--- src/rtl/io_handshake.sv ---
// Purpose : operator Enter handshake -- synchronizes and debounces the Enter button,
//           arms on an I/O instruction, fires one Enter pulse per physical press.
// Latency : Enter rises one cycle after the debounced press edge; a raw press needs
//           2 sync cycles plus DEBOUNCE_CYCLES stable cycles to become that edge.
// Backpr. : none; the control unit holds outData until Enter, and dropping outData
//           while armed aborts the request without a pulse.
module io_handshake #(
    parameter int DEBOUNCE_CYCLES = 500000
) (
    input  logic        clk,
    input  logic        reset,
    input  logic        inData,
    input  logic        outData,
    input  logic        button_n,
    input  logic [15:0] switches,
    input  logic [31:0] wr_data,
    output logic        Enter,
    output logic [31:0] in_value,
    output logic [31:0] display,
    output logic        waiting
);

    // Terminal count of the debounce counter; the level flips on the cycle the
    // counter would otherwise reach DEBOUNCE_CYCLES.
    localparam logic [19:0] DB_LAST = 20'(DEBOUNCE_CYCLES - 1);

    typedef enum logic [1:0] {
        IDLE  = 2'd0,
        ARMED = 2'd1,
        FIRE  = 2'd2,
        HOLD  = 2'd3
    } state_t;

    // Synchronizer flops; button is kept active-low all the way to the debouncer.
    logic        btn_meta_q;
    logic        btn_sync_q;
    logic [15:0] sw_meta_q;
    logic [15:0] sw_sync_q;

    // Debouncer state: db_lvl_q is the accepted level (1 = released).
    logic [19:0] db_cnt_q;
    logic [19:0] db_cnt_d;
    logic        db_lvl_q;
    logic        db_lvl_d;
    logic        press_q;
    logic        press_d;

    // Handshake FSM and registered outputs.
    state_t      state_q;
    state_t      state_d;
    logic        enter_q;
    logic [31:0] in_value_q;
    logic [31:0] in_value_d;
    logic [31:0] display_q;
    logic [31:0] display_d;

    // Two-flop synchronizers for the asynchronous button and switches.
    always_ff @(posedge clk) begin
        if (reset) begin
            btn_meta_q <= 1'b1;
            btn_sync_q <= 1'b1;
            sw_meta_q  <= '0;
            sw_sync_q  <= '0;
        end else begin
            btn_meta_q <= button_n;
            btn_sync_q <= btn_meta_q;
            sw_meta_q  <= switches;
            sw_sync_q  <= sw_meta_q;
        end
    end

    // Debounce: count consecutive cycles the synchronized button disagrees with the
    // accepted level; any agreement restarts the count, so glitches never accumulate.
    always_comb begin
        db_cnt_d = '0;
        db_lvl_d = db_lvl_q;
        press_d  = 1'b0;
        if (btn_sync_q != db_lvl_q) begin
            if (db_cnt_q == DB_LAST) begin
                db_lvl_d = btn_sync_q;
                // Only the released-to-pressed transition is a press edge.
                press_d  = ~btn_sync_q;
            end else begin
                db_cnt_d = db_cnt_q + 20'd1;
            end
        end
    end

    // Debouncer registers; press_q is the one-cycle press edge.
    always_ff @(posedge clk) begin
        if (reset) begin
            db_cnt_q <= '0;
            db_lvl_q <= 1'b1;
            press_q  <= 1'b0;
        end else begin
            db_cnt_q <= db_cnt_d;
            db_lvl_q <= db_lvl_d;
            press_q  <= press_d;
        end
    end

    // Next-state logic. Press edges are only consumed in ARMED, so an edge seen in
    // IDLE is lost and a button already held on arming cannot fire. HOLD waits for a
    // debounced release so a long press spans instructions without re-firing.
    always_comb begin
        state_d = state_q;
        case (state_q)
            IDLE: begin
                if (outData) begin
                    state_d = ARMED;
                end
            end
            ARMED: begin
                // outData dropping wins over a simultaneous press edge.
                if (!outData) begin
                    state_d = IDLE;
                end else if (press_q) begin
                    state_d = FIRE;
                end
            end
            FIRE: begin
                state_d = HOLD;
            end
            HOLD: begin
                if (db_lvl_q) begin
                    state_d = IDLE;
                end
            end
            default: begin
                state_d = IDLE;
            end
        endcase
    end

    // Data path: in_value tracks the switches while armed and therefore freezes on
    // the edge into FIRE; display loads on the edge that ends FIRE for output-only
    // instructions.
    always_comb begin
        in_value_d = in_value_q;
        display_d  = display_q;
        if (state_q == ARMED) begin
            in_value_d = {16'b0, sw_sync_q};
        end
        if ((state_q == FIRE) && outData && !inData) begin
            display_d = wr_data;
        end
    end

    // State and output registers; Enter is a flop mirroring entry into FIRE.
    always_ff @(posedge clk) begin
        if (reset) begin
            state_q    <= IDLE;
            enter_q    <= 1'b0;
            in_value_q <= '0;
            display_q  <= '0;
        end else begin
            state_q    <= state_d;
            enter_q    <= (state_d == FIRE);
            in_value_q <= in_value_d;
            display_q  <= display_d;
        end
    end

    assign Enter    = enter_q;
    assign in_value = in_value_q;
    assign display  = display_q;
    assign waiting  = (state_q == ARMED);

endmodule

--- config.mk ---
export PLATFORM = sky130hd
export DESIGN_NAME = io_handshake
export DESIGN_NICKNAME = d
export VERILOG_FILES = /design/src/rtl/io_handshake.sv
export SDC_FILE = /design/constraint.sdc
export NUM_CORES = 1
export LEC_CHECK = 0
export BUFFER_PORTS_ARGS = -buffer_cell sky130_fd_sc_hd__buf_2
export CORE_MARGIN = 2
export CORE_UTILIZATION = 33
export CTS_BUF_LIST = sky130_fd_sc_hd__clkbuf_8
export CTS_CLUSTER_SIZE = 20
export DETAILED_ROUTE_END_ITERATION = 6
export SLEW_MARGIN = 10
export SYNTH_ARGS = -nofsm -noshare
export SYNTH_HDL_FRONTEND = slang
export SYNTH_SLANG_ARGS = --single-unit
--- constraint.sdc ---
create_clock -name clk -period 2 [get_ports clk]
set_input_delay 0.1 -clock clk [delete_from_list [all_inputs] [get_ports clk]]
set_output_delay 0.1 -clock clk [all_outputs]
set_load 0.03 [all_outputs]
==> summary.md, run 1 <==
| Metric | Value |
|---|---|
| Status | finished, final reports clean |
| Critical path cell sequence | ha_1, and3_1, nand4_1, o211ai_2, buf_4, nor2_1 |
| Top delay family on crit path | simple AND/OR/NAND/NOR gates |
| Clk sinks | 107 |
| Area contributors post-synth | dfxtp_1, nand2_1, a21oi_1, nor2b_1, buf_4 |
| Port Buffers | 102 |
| Most frequent cell after synthesis | dfxtp_1 |
| P_sw | 891 uW |
| YS warnings | 0 |
| CP arrival | 1880 ps |
| Reg power frac | 59.6% |
| Worst Tran Pin Value | 547 ps |
| HP Class | in -> reg |
| Slew margin rel. | 63.6% |
| Startpoint Class | flip-flop |
| Post-Place Worst Slack | 380 ps |
| Fraction of registers with async set/reset | 0% |
| Final WS setup | 378 ps |
| Slowest stage delay, CP | 380 ps |
| Cells after synthesis | 423 |
| Setup CP Type | reg -> reg |
| Worst skew pair latency | 370 ps |
| Critical Path End Type | flip-flop |
| Commonest cells post-synth | dfxtp_1, nand2_1, a21oi_1, nor2b_1, nor2_1 |
| Leakage Power | 2.08 nW |
| Num ports | 119 |
| Post-synthesis simple-gate area fraction | 24.7% |
| GR Util met2 | 24.2% |
| Die X | 111 um |
| Synthesis-to-finish area growth | 32.6% |
| Power share of the clock group | 33.0% |
| RSZ-0062 raised after global routing | no |
| Core ar. | 11300 um^2 |
| CP max-delay cell | dfxtp_1 |
| XOR/XNOR share of the synthesized area | 3.68% |
| Initial DRC count | 144 |
| Tcrit/Tclk final | 81.1% |
| Vias in the first global route | 3067 |
| Nets | 620 |
| Post-synth top area cell | dfxtp_1 |
| Mux cell area share after synthesis | 0.296% |
| Root Buffer | clkbuf_8 |
| Final setup fails | 0 |
| Grt peak-use layer | met2 |
| EDFF count, synth | 0 |
| Netlist cell types | 36 |
| P_int | 2.77 mW |
| Avg Synthesized Cell Area | 9.00 um^2 |
| Starting Density | 33.6% |
| Tot Pwr | 3.66 mW |
| Die area | 12400 um^2 |
| RePlAce Congestion | 0.748 |
| Vias per cell | 4.42 |
| Power per cell area | 724 nW/um^2 |
| CTS clock-pin slew for the worst setup and hold paths | 100 ps |
| Register area | 2140 um^2 |
| Final hold slack | 35.5 ps |
| Synthesized area | 3810 um^2 |
| Ys flop type | dfxtp_1 |
| Die Y | 111 um |
| Post-Route WL | 8.20 mm |
| Maximum vdd drop | 0.421 mV |
| Final hold vios | 0 |
| GR Util met1 | 14.8% |
| DR pass1 iterations | 4 |
| Buffers plus inverters on the worst setup path | 1 |
| Dpl hpwl | 5.29 mm |
| Via count of the routed design | 3148 |
| Final setup skew | 8.02 ps |
| CTS Buffer Depth | 2 |
| FMAX | 616 MHz |
| Largest family of logic cells by synthesized area | simple AND/OR/NAND/NOR gates |
| Drt wl/cell | 11.5 um |
| Post-CTS resize count | 0 |
| Grt total ovfl | 0 |
| Site Rows | 39 |
| Total CTS buffers | 9 |
| Antenna diodes | 0 |
| Share of post-route cells with drive strength above 1 | 23.5% |
| Max_cap viols | 0 |
| Register area share after synthesis | 56.2% |
| Finished Layout Cells | 713 |
| H-tree Lvls | 3 |
| DRC viols | 0 |
| CTS tree | yes |
| GRT Util Overall | 13.4% |
| Worst EP required | 2260 ps |
| Area of the multi-input gates | 1490 um^2 |
| Antenna violations before repair | 0 |
| Logic pwr share | 7.4% |
| Post-Synth Adder-Cell Area | 0.329% |
| Cell count after placement | 649 |
| Post-route ant nets | 0 |
| Switch share | 24.4% |
| Fillers | 1104 |
| First-pass GRT wire length | 13.7 mm |
| Largest net degree at the start of global routing | 56 |
| Synth Area in Compound Gates | 8.08% |
| Setup TNS | 0 ps |
| Post-synth top area share | 56.2% |
| Register bit total from synthesis | 107 |
| Crit-path max FO | 20 |
| Grt met3 use | 4.41% |
| Pins Over Slew Limit | 0 |
| Crit path time final | 1620 ps |
-- layout make-up --
cell class | count | area share (%)
Clock buffer | 9 | 2.45
Clock inverter | 6 | 0.991
Inverter | 4 | 0.297
Multi-Input combinational cell | 286 | 29.5
Sequential cell | 107 | 42.4
Tap cell | 143 | 3.54
Timing Repair Buffer | 158 | 20.9
-- cells by family (layout without fill, tap and decap cells) --
group,after synthesis,in the layout
AO/OA/AOI/OAI,58,58
XOR/XNOR,16,16
adder cells (fa/ha/maj),1,1
buffers and inverters,45,177
flip-flops,107,107
multiplexers,1,1
other,1,16
AND/OR/NAND/NOR,194,194
-- tightest hold or removal path, delay by kind of cell --
family,cells,cell delay (ps)
AOI/OAI and AO/OA,1,50
and+or+nand+nor,1,80
buffers and inverters,1,130
-- stage by stage --
stage / cell area [um^2] / util, %
2_1_floorplan: 3860 / -
3_3_place_gp: 4390 / 38.7
3_5_place_dp: 4390 / 38.7
4_1_cts: 5050 / 44.6
5_1_grt: 5050 / 44.6
6_report: 5050 / 44.6
-- repair_timing --
action                                  CTS  global route
hold buffers                             49             0
endpoints found under the setup margin    0             0
buffers inserted                          0             0
endpoints found under the hold margin    49             0
-- per-layer routing --
metal | part of all wire (%) | vias to the layer above
li1 | - | 1621
met1 | 43 | 1418
met2 | 49 | 95
met3 | 6.0 | 14
met4 | 2.1 | 0
met5 | 0 | -
-- cells in the final DEF (no fill, tap or decap), types with 6 or more instances in the layout --
cell type	instances
a21oi_1	50
buf_2	102
buf_4	7
clkbuf_8	9
conb_1	16
dfxtp_1	107
dlygate4sd3_1	49
nand2_1	101
nand3_1	9
nand4_1	9
nor2_1	20
nor2b_1	32
xnor2_1	6
xor2_1	10
-- power by group through the flow --
stage	combinational (mW)	sequential [mW]	clock (mW)
2_1_floorplan	0.133	2.24	0
3_3_place_gp	0.194	2.23	0
3_5_place_dp	0.196	2.23	0
4_1_cts	0.270	2.18	1.27
5_1_grt	0.295	2.19	1.36
6_report	0.270	2.18	1.21
-- sequential cells by signal, indices dropped and copies added (netlist names), 2 cells and up --
name and flops:
db_cnt_q 20, display 32, in_value 16, state_q 2
sw_meta_q 16, sw_sync_q 16
-- worst paths after layout --
check         startpoint     endpoint  slack [ps]  cells after the start
max          db_cnt_q[0]  db_cnt_q[2]         380                      6
min              outData   state_q[0]          40                      3
max reg2reg  db_cnt_q[0]  db_cnt_q[2]         380                      6
min reg2reg   btn_meta_q   btn_sync_q         440                      1
Note: power is estimated with default switching activity, not from simulation.
==> run 2: changes to the inputs <==
Clock period 2 ns to 1.6 ns, I/O delays scaled along.
==> run 2 against run 1 <==
Final cell count rose by 0.84%. Hold slack got worse by 18 ps. Count of clock-buffer cells in the layout did not move. Clock power rose by 48%. Sequential share of layout area fell by 1.3 points. Critical path depth did not move. First-iteration DRC count rose by 26%. Core utilization rose by 1.5 points. Die area did not move. Global-route usage rose by 0.78 points. Sequential cell count did not move.
==> summary.md, run 2 (synthesized netlist as in run 1, its figures left out) <==
| Metric | Value |
|---|---|
| R2R Setup Slk | 90 ps |
| DRC viols | 0 |
| Die X | 111 um |
| Synthesis-to-finish area growth | 37.1% |
| Met3 wire length | 394 um |
| FMAX | 662 MHz |
| Power per cell area | 932 nW/um^2 |
| H-tree Lvls | 3 |
| Startpoint Class | flip-flop |
| Switch share | 24.8% |
| Via count of the routed design | 3158 |
| Reg2Reg Capture Point | db_cnt_q[12] |
| Final hold slack | 17.3 ps |
| Clk sinks | 107 |
| Post-Place Worst Slack | -53.3 ps |
| Post-route ant nets | 0 |
| Hold path cells | 3 |
| Met2 wire len | 4.07 mm |
| Pins Over Slew Limit | 0 |
| Dpl hpwl | 5.39 mm |
| CP arrival | 1770 ps |
| Top routing layer in use | met4 |
| HP Class | in -> reg |
| Port Buffers | 102 |
| Reg power frac | 56.0% |
| Root Buffer | clkbuf_8 |
| Max_cap viols | 0 |
| Final hold vios | 0 |
| Crit-path max FO | 20 |
| DP Area | 4450 um^2 |
| Site Rows | 39 |
| Worst EP required | 1860 ps |
| Antenna diodes | 0 |
| Worst skew pair latency | 370 ps |
| Starting Density | 33.6% |
| Largest net degree at the start of global routing | 43 |
| Logic pwr share | 7.1% |
| Met1 Routed Length | 3.88 mm |
| Crit path time final | 1510 ps |
| Final WS setup | 90.0 ps |
| Setup CP Type | reg -> reg |
| Commonest cells after routing, fill and taps aside | dfxtp_1, buf_2, nand2_1, a21oi_1, dlygate4sd3_1 |
| Critical R2R Launch | db_cnt_q[0] |
| Die Y | 111 um |
| R2R depth | 6 |
| Fin util | 46.1% |
| Hold Path Origin | outData |
| Num ports | 119 |
| CTS clock-pin slew for the worst setup and hold paths | 100 ps |
| Drt wl/cell | 11.9 um |
| Commonest non-fill, non-tap cell in the layout | dfxtp_1 |
| Nets | 625 |
| Vias per cell | 4.39 |
| Tcrit/Tclk final | 94.4% |
| Core ar. | 11300 um^2 |
| Final setup skew | 10.2 ps |
| CTS Buffer Depth | 2 |
| Antenna violations before repair | 0 |
| Post-Route WL | 8.58 mm |
| Total CTS buffers | 9 |
| Vias in the first global route | 3085 |
| Power share of the clock group | 36.8% |
| First-pass GRT wire length | 14.5 mm |
| Worst Hold End | Enter |
| Die area | 12400 um^2 |
| Grt total ovfl | 0 |
| RePlAce Congestion | 0.826 |
| Maximum vdd drop | 0.496 mV |
| Status | finished, final reports clean |
| Largest register FFs | 32 |
| GRT Util Overall | 14.2% |
| P_int | 3.66 mW |
| Critical Path End Type | flip-flop |
| Final instance area | 5220 um^2 |
| Final setup fails | 0 |
| CTS tree | yes |
| Initial DRC count | 182 |
| Share of post-route cells with drive strength above 1 | 25.5% |
| Fillers | 1070 |
| DR pass1 iterations | 4 |
| Leakage Power | 2.14 nW |
| Tot Pwr | 4.87 mW |
| P_sw | 1.21 mW |
[run 2: cell count changes in the layout (fill, tap and decap cells not counted), moves of 2 or more]
cell,delta
buf_12,+3
clkinv_8,+3
dfxtp_1,-2
dfxtp_2,+2
[run 2: layout make-up]
class	instances	area, um^2	area share (%)
inverter	4	17.5	0.336
sequential	107	2140	41.1
clock buffer	9	124	2.37
multi-input combinational	286	1520	29.1
timing repair buffer	163	1130	21.7
tap	143	179	3.43
clock inverter	7	105	2.01
[run 2: layer usage]
metal  vias up  track usage (%)
met5         -                0
met3        21             2.56
met2        95             24.4
met1      1404             17.1
li1       1638                -
met4         0             7.00
[run 2: power by group through the flow]
stage / registers (mW) / clock network (mW) / logic [mW]
4_1_cts: 2.73 / 1.87 / 0.344
3_3_place_gp: 2.79 / 0 / 0.247
5_1_grt: 2.73 / 1.99 / 0.378
2_1_floorplan: 2.80 / 0 / 0.166
3_5_place_dp: 2.79 / 0 / 0.250
6_report: 2.73 / 1.79 / 0.347
[run 2: per-stage QoR]
stage	TNS (ps)	std cells
final	0	719
after global routing	-4.32	719
after floorplan	0	438
after global placement	0	652
after CTS	0	719
after detailed placement	-896	652
[run 2: worst max path at each step]
stage | from | end | slack, ps | depth (start not counted)
final | db_cnt_q[0] | db_cnt_q[12] | 90 | 6
after global routing | db_cnt_q[5] | db_cnt_q[12] | -4 | 5
after CTS | db_cnt_q[0] | db_cnt_q[12] | 1 | 6
after detailed placement | db_cnt_q[0] | db_cnt_q[13] | -50 | 6
after global placement | db_cnt_q[0] | db_cnt_q[2] | 60 | 6
after floorplan | db_cnt_q[0] | db_cnt_q[10] | 110 | 7
[run 2: what timing repair did]
action / in CTS / in global routing
resized for setup: 4 / 6
setup endpoints to repair: 20 / 22
pin swaps: 2 / 2
gates cloned: 0 / 0
hold buffers: 50 / 0
endpoints found under the hold margin: 50 / 0
buffers inserted: 1 / 0
[run 2: critical path, stage by stage, from the launching register on]
cell and delay [ps]:
dfxtp_2 400, ha_4 160, and3_4 210, nand4_1 160, o211ai_2 240, buf_12 180
nor2_1 60
==> run 3: changes to the inputs <==
Settings changed: ABC_AREA from default to 1.
==> run 3 against run 2 <==
Design area up 1.6%. Die area rose by 4.0%. Synthesized area is 4.1% higher. Combinational power grew 26%. Register-to-register slack improved by 80 ps. Hold slack better by 360 ps. Clock skew down 3.3 ps. Power is 2.0% higher. Via count is 7.3% higher. Largest cell class unchanged. Largest power group unchanged.
==> summary.md, run 3 <==
| Metric | Value |
|---|---|
| Final setup skew | 6.95 ps |
| Cell count after placement | 741 |
| Fillers | 1175 |
| YS warnings | 0 |
| Initial DRC count | 158 |
| Cells after synthesis | 505 |
| Area contributors post-synth | dfxtp_1, nor2_1, o21ai_0, inv_1, nand2_1 |
| Vias per cell | 4.19 |
| Die X | 114 um |
| Crit path time final | 1430 ps |
| Post-Place Worst Slack | 171 ps |
| Setup Buffers After CTS | 0 |
| Maximum vdd drop | 0.631 mV |
| DRC viols | 0 |
| Largest net degree at the start of global routing | 43 |
| Share of post-route cells with drive strength above 1 | 21.8% |
| GRT Util Overall | 13.6% |
| Status | finished, final reports clean |
| Reg2Reg Capture Point | db_cnt_q[18] |
| Final instance area | 5300 um^2 |
| Setup CP Type | reg -> reg |
| Netlist cell types | 29 |
| Power share of the clock group | 35.7% |
| Worst skew pair latency | 370 ps |
| First-pass GRT wire length | 14.4 mm |
| Pins Over Slew Limit | 0 |
| Commonest non-fill, non-tap cell in the layout | nor2_1 |
| Final hold vios | 0 |
| Core ar. | 11900 um^2 |
| Total CTS buffers | 9 |
| Root Buffer | clkbuf_8 |
| Finished Layout Cells | 808 |
| Synthesis-to-finish area growth | 33.7% |
| Most frequent cell after synthesis | nor2_1 |
| Logic pwr share | 8.8% |
| Post-route ant nets | 0 |
| Worst EP required | 1860 ps |
| Hold path cells | 7 |
| Critical Path End Type | flip-flop |
| Antenna violations before repair | 0 |
| Site Rows | 40 |
| Fraction of registers with async set/reset | 0% |
| Post-synth top area cell | dfxtp_1 |
| Die Y | 114 um |
| Register bit total from synthesis | 107 |
| CTS Buffer Depth | 2 |
| Setup TNS | 0 ps |
| P_sw | 1.13 mW |
| Port Buffers | 102 |
| Leakage Power | 2.37 nW |
| Dpl hpwl | 5.74 mm |
| Die area | 12900 um^2 |
| Hold Path Origin | inData |
| CTS tree | yes |
| Final setup fails | 0 |
| Final WS setup | 174 ps |
| R2R Setup Slk | 170 ps |
| Register area | 2140 um^2 |
| Power per cell area | 936 nW/um^2 |
| Commonest cells after routing, fill and taps aside | nor2_1, dfxtp_1, buf_2, inv_1, dlygate4sd3_1 |
| Register area share after synthesis | 54.0% |
| Worst Hold End | display[6] |
| DR pass1 iterations | 4 |
| Ys flop type | dfxtp_1 |
| CTS clock-pin slew for the worst setup and hold paths | 90 ps |
| Drt wl/cell | 10.7 um |
| HP Class | in -> reg |
| Startpoint Class | flip-flop |
| Area of the multi-input gates | 1450 um^2 |
| Commonest cells post-synth | nor2_1, dfxtp_1, inv_1, o21ai_0, nand2_1 |
| FMAX | 701 MHz |
| Starting Density | 33.4% |
| Avg Synthesized Cell Area | 7.85 um^2 |
| RSZ-0062 raised after global routing | no |
| Clk sinks | 107 |
| Largest register FFs | 32 |
| P_int | 3.84 mW |
| Max_cap viols | 0 |
| Grt total ovfl | 0 |
| EDFF count, synth | 0 |
| Antenna diodes | 0 |
| Reg power frac | 55.4% |
| Critical R2R Launch | db_cnt_q[0] |
| Post-synth top area share | 54.0% |
| Post-Route WL | 8.67 mm |
| Num ports | 119 |
| Crit-path max FO | 4 |
| H-tree Lvls | 3 |
| Tcrit/Tclk final | 89.1% |
| RePlAce Congestion | 0.856 |
| DP Area | 4570 um^2 |
| Switch share | 22.7% |
| Synthesized area | 3970 um^2 |
| R2R depth | 8 |
| CP arrival | 1690 ps |
| Via count of the routed design | 3388 |
| Vias in the first global route | 3177 |
| Nets | 710 |
==> run 3: cell types whose count changed after synthesis, moves of 6 or more <==
cell / change
a21oi_1: -41
clkbuf_1: -8
inv_1: +49
nand2_1: -59
nand4_1: -6
nor2_1: +138
nor2_2: +8
nor2b_1: -32
o21ai_0: +44
==> run 3: layer usage <==
metal	routed length, um	vias up	global-route usage [%]
li1	-	1806	-
met1	3960	1480	16.4
met2	4120	90	23.4
met3	462	12	4.20
met4	130	0	4.31
met5	0	-	0
==> run 3: layout make-up <==
cell class | count | share of cell area, %
Clock inverter | 6 | 1.53
Timing Repair Buffer | 160 | 20.7
Multi-Input combinational cell | 323 | 27.4
Sequential cell | 107 | 40.4
Tap cell | 147 | 3.47
Clock buffer | 10 | 2.60
Inverter | 55 | 3.89
==> run 3: power by group through the flow <==
stage	Clock (mW)	Sequential, mW	Combinational [mW]
finish	1.77	2.75	0.438
CTS	1.84	2.75	0.438
global placement	0	2.81	0.337
global route	1.96	2.76	0.483
floorplan	0	2.86	0.200
detailed placement	0	2.81	0.340
==> run 3: repair_timing <==
item	in CTS	in global routing
hold buffers	51	0
hold endpoints to repair	52	0
setup endpoints to repair	0	3
resized for setup	0	1
==> run 3: metrics by stage <==
| step | total power, mW | utilization [%] | hold slack, ps |
|---|---|---|---|
| 5_1_grt | 5.21 | 44.7 | 426 |
| 6_report | 4.96 | 44.7 | 381 |
| 3_5_place_dp | 3.15 | 38.5 | 282 |
| 3_3_place_gp | 3.15 | 38.5 | 278 |
| 4_1_cts | 5.03 | 44.7 | 368 |
| 2_1_floorplan | 3.06 | - | 184 |
==> run 3: kinds of logic after synthesis <==
family	after synthesis	share of synthesized area, %
AOI/OAI and AO/OA	61	8.01
other	1	0.0945
adders and majority gates	1	0.315
buffers and inverters	90	10.9
and+or+nand+nor	236	24.7
DFF	107	54.0
xor gates and xnor gates	9	1.99
==> run 3: worst max-delay path by stage <==
stage / end / start / slack, ps
2_1_floorplan: db_cnt_q[11] / db_cnt_q[0] / 320
3_3_place_gp: db_cnt_q[12] / db_cnt_q[0] / 220
3_5_place_dp: db_cnt_q[10] / db_cnt_q[0] / 170
4_1_cts: waiting / state_q[0] / 140
5_1_grt: waiting / state_q[0] / 30
6_report: db_cnt_q[18] / db_cnt_q[0] / 170
==> run 3: critical path, cell delays in order (launching register included) <==
cell     delay (ps)
dfxtp_1         380
ha_1            220
nand2_1          80
nor2_2          200
nand3_2         160
nor2_1          130
nand2_1          50
nand2_1          70
nor2_2           30
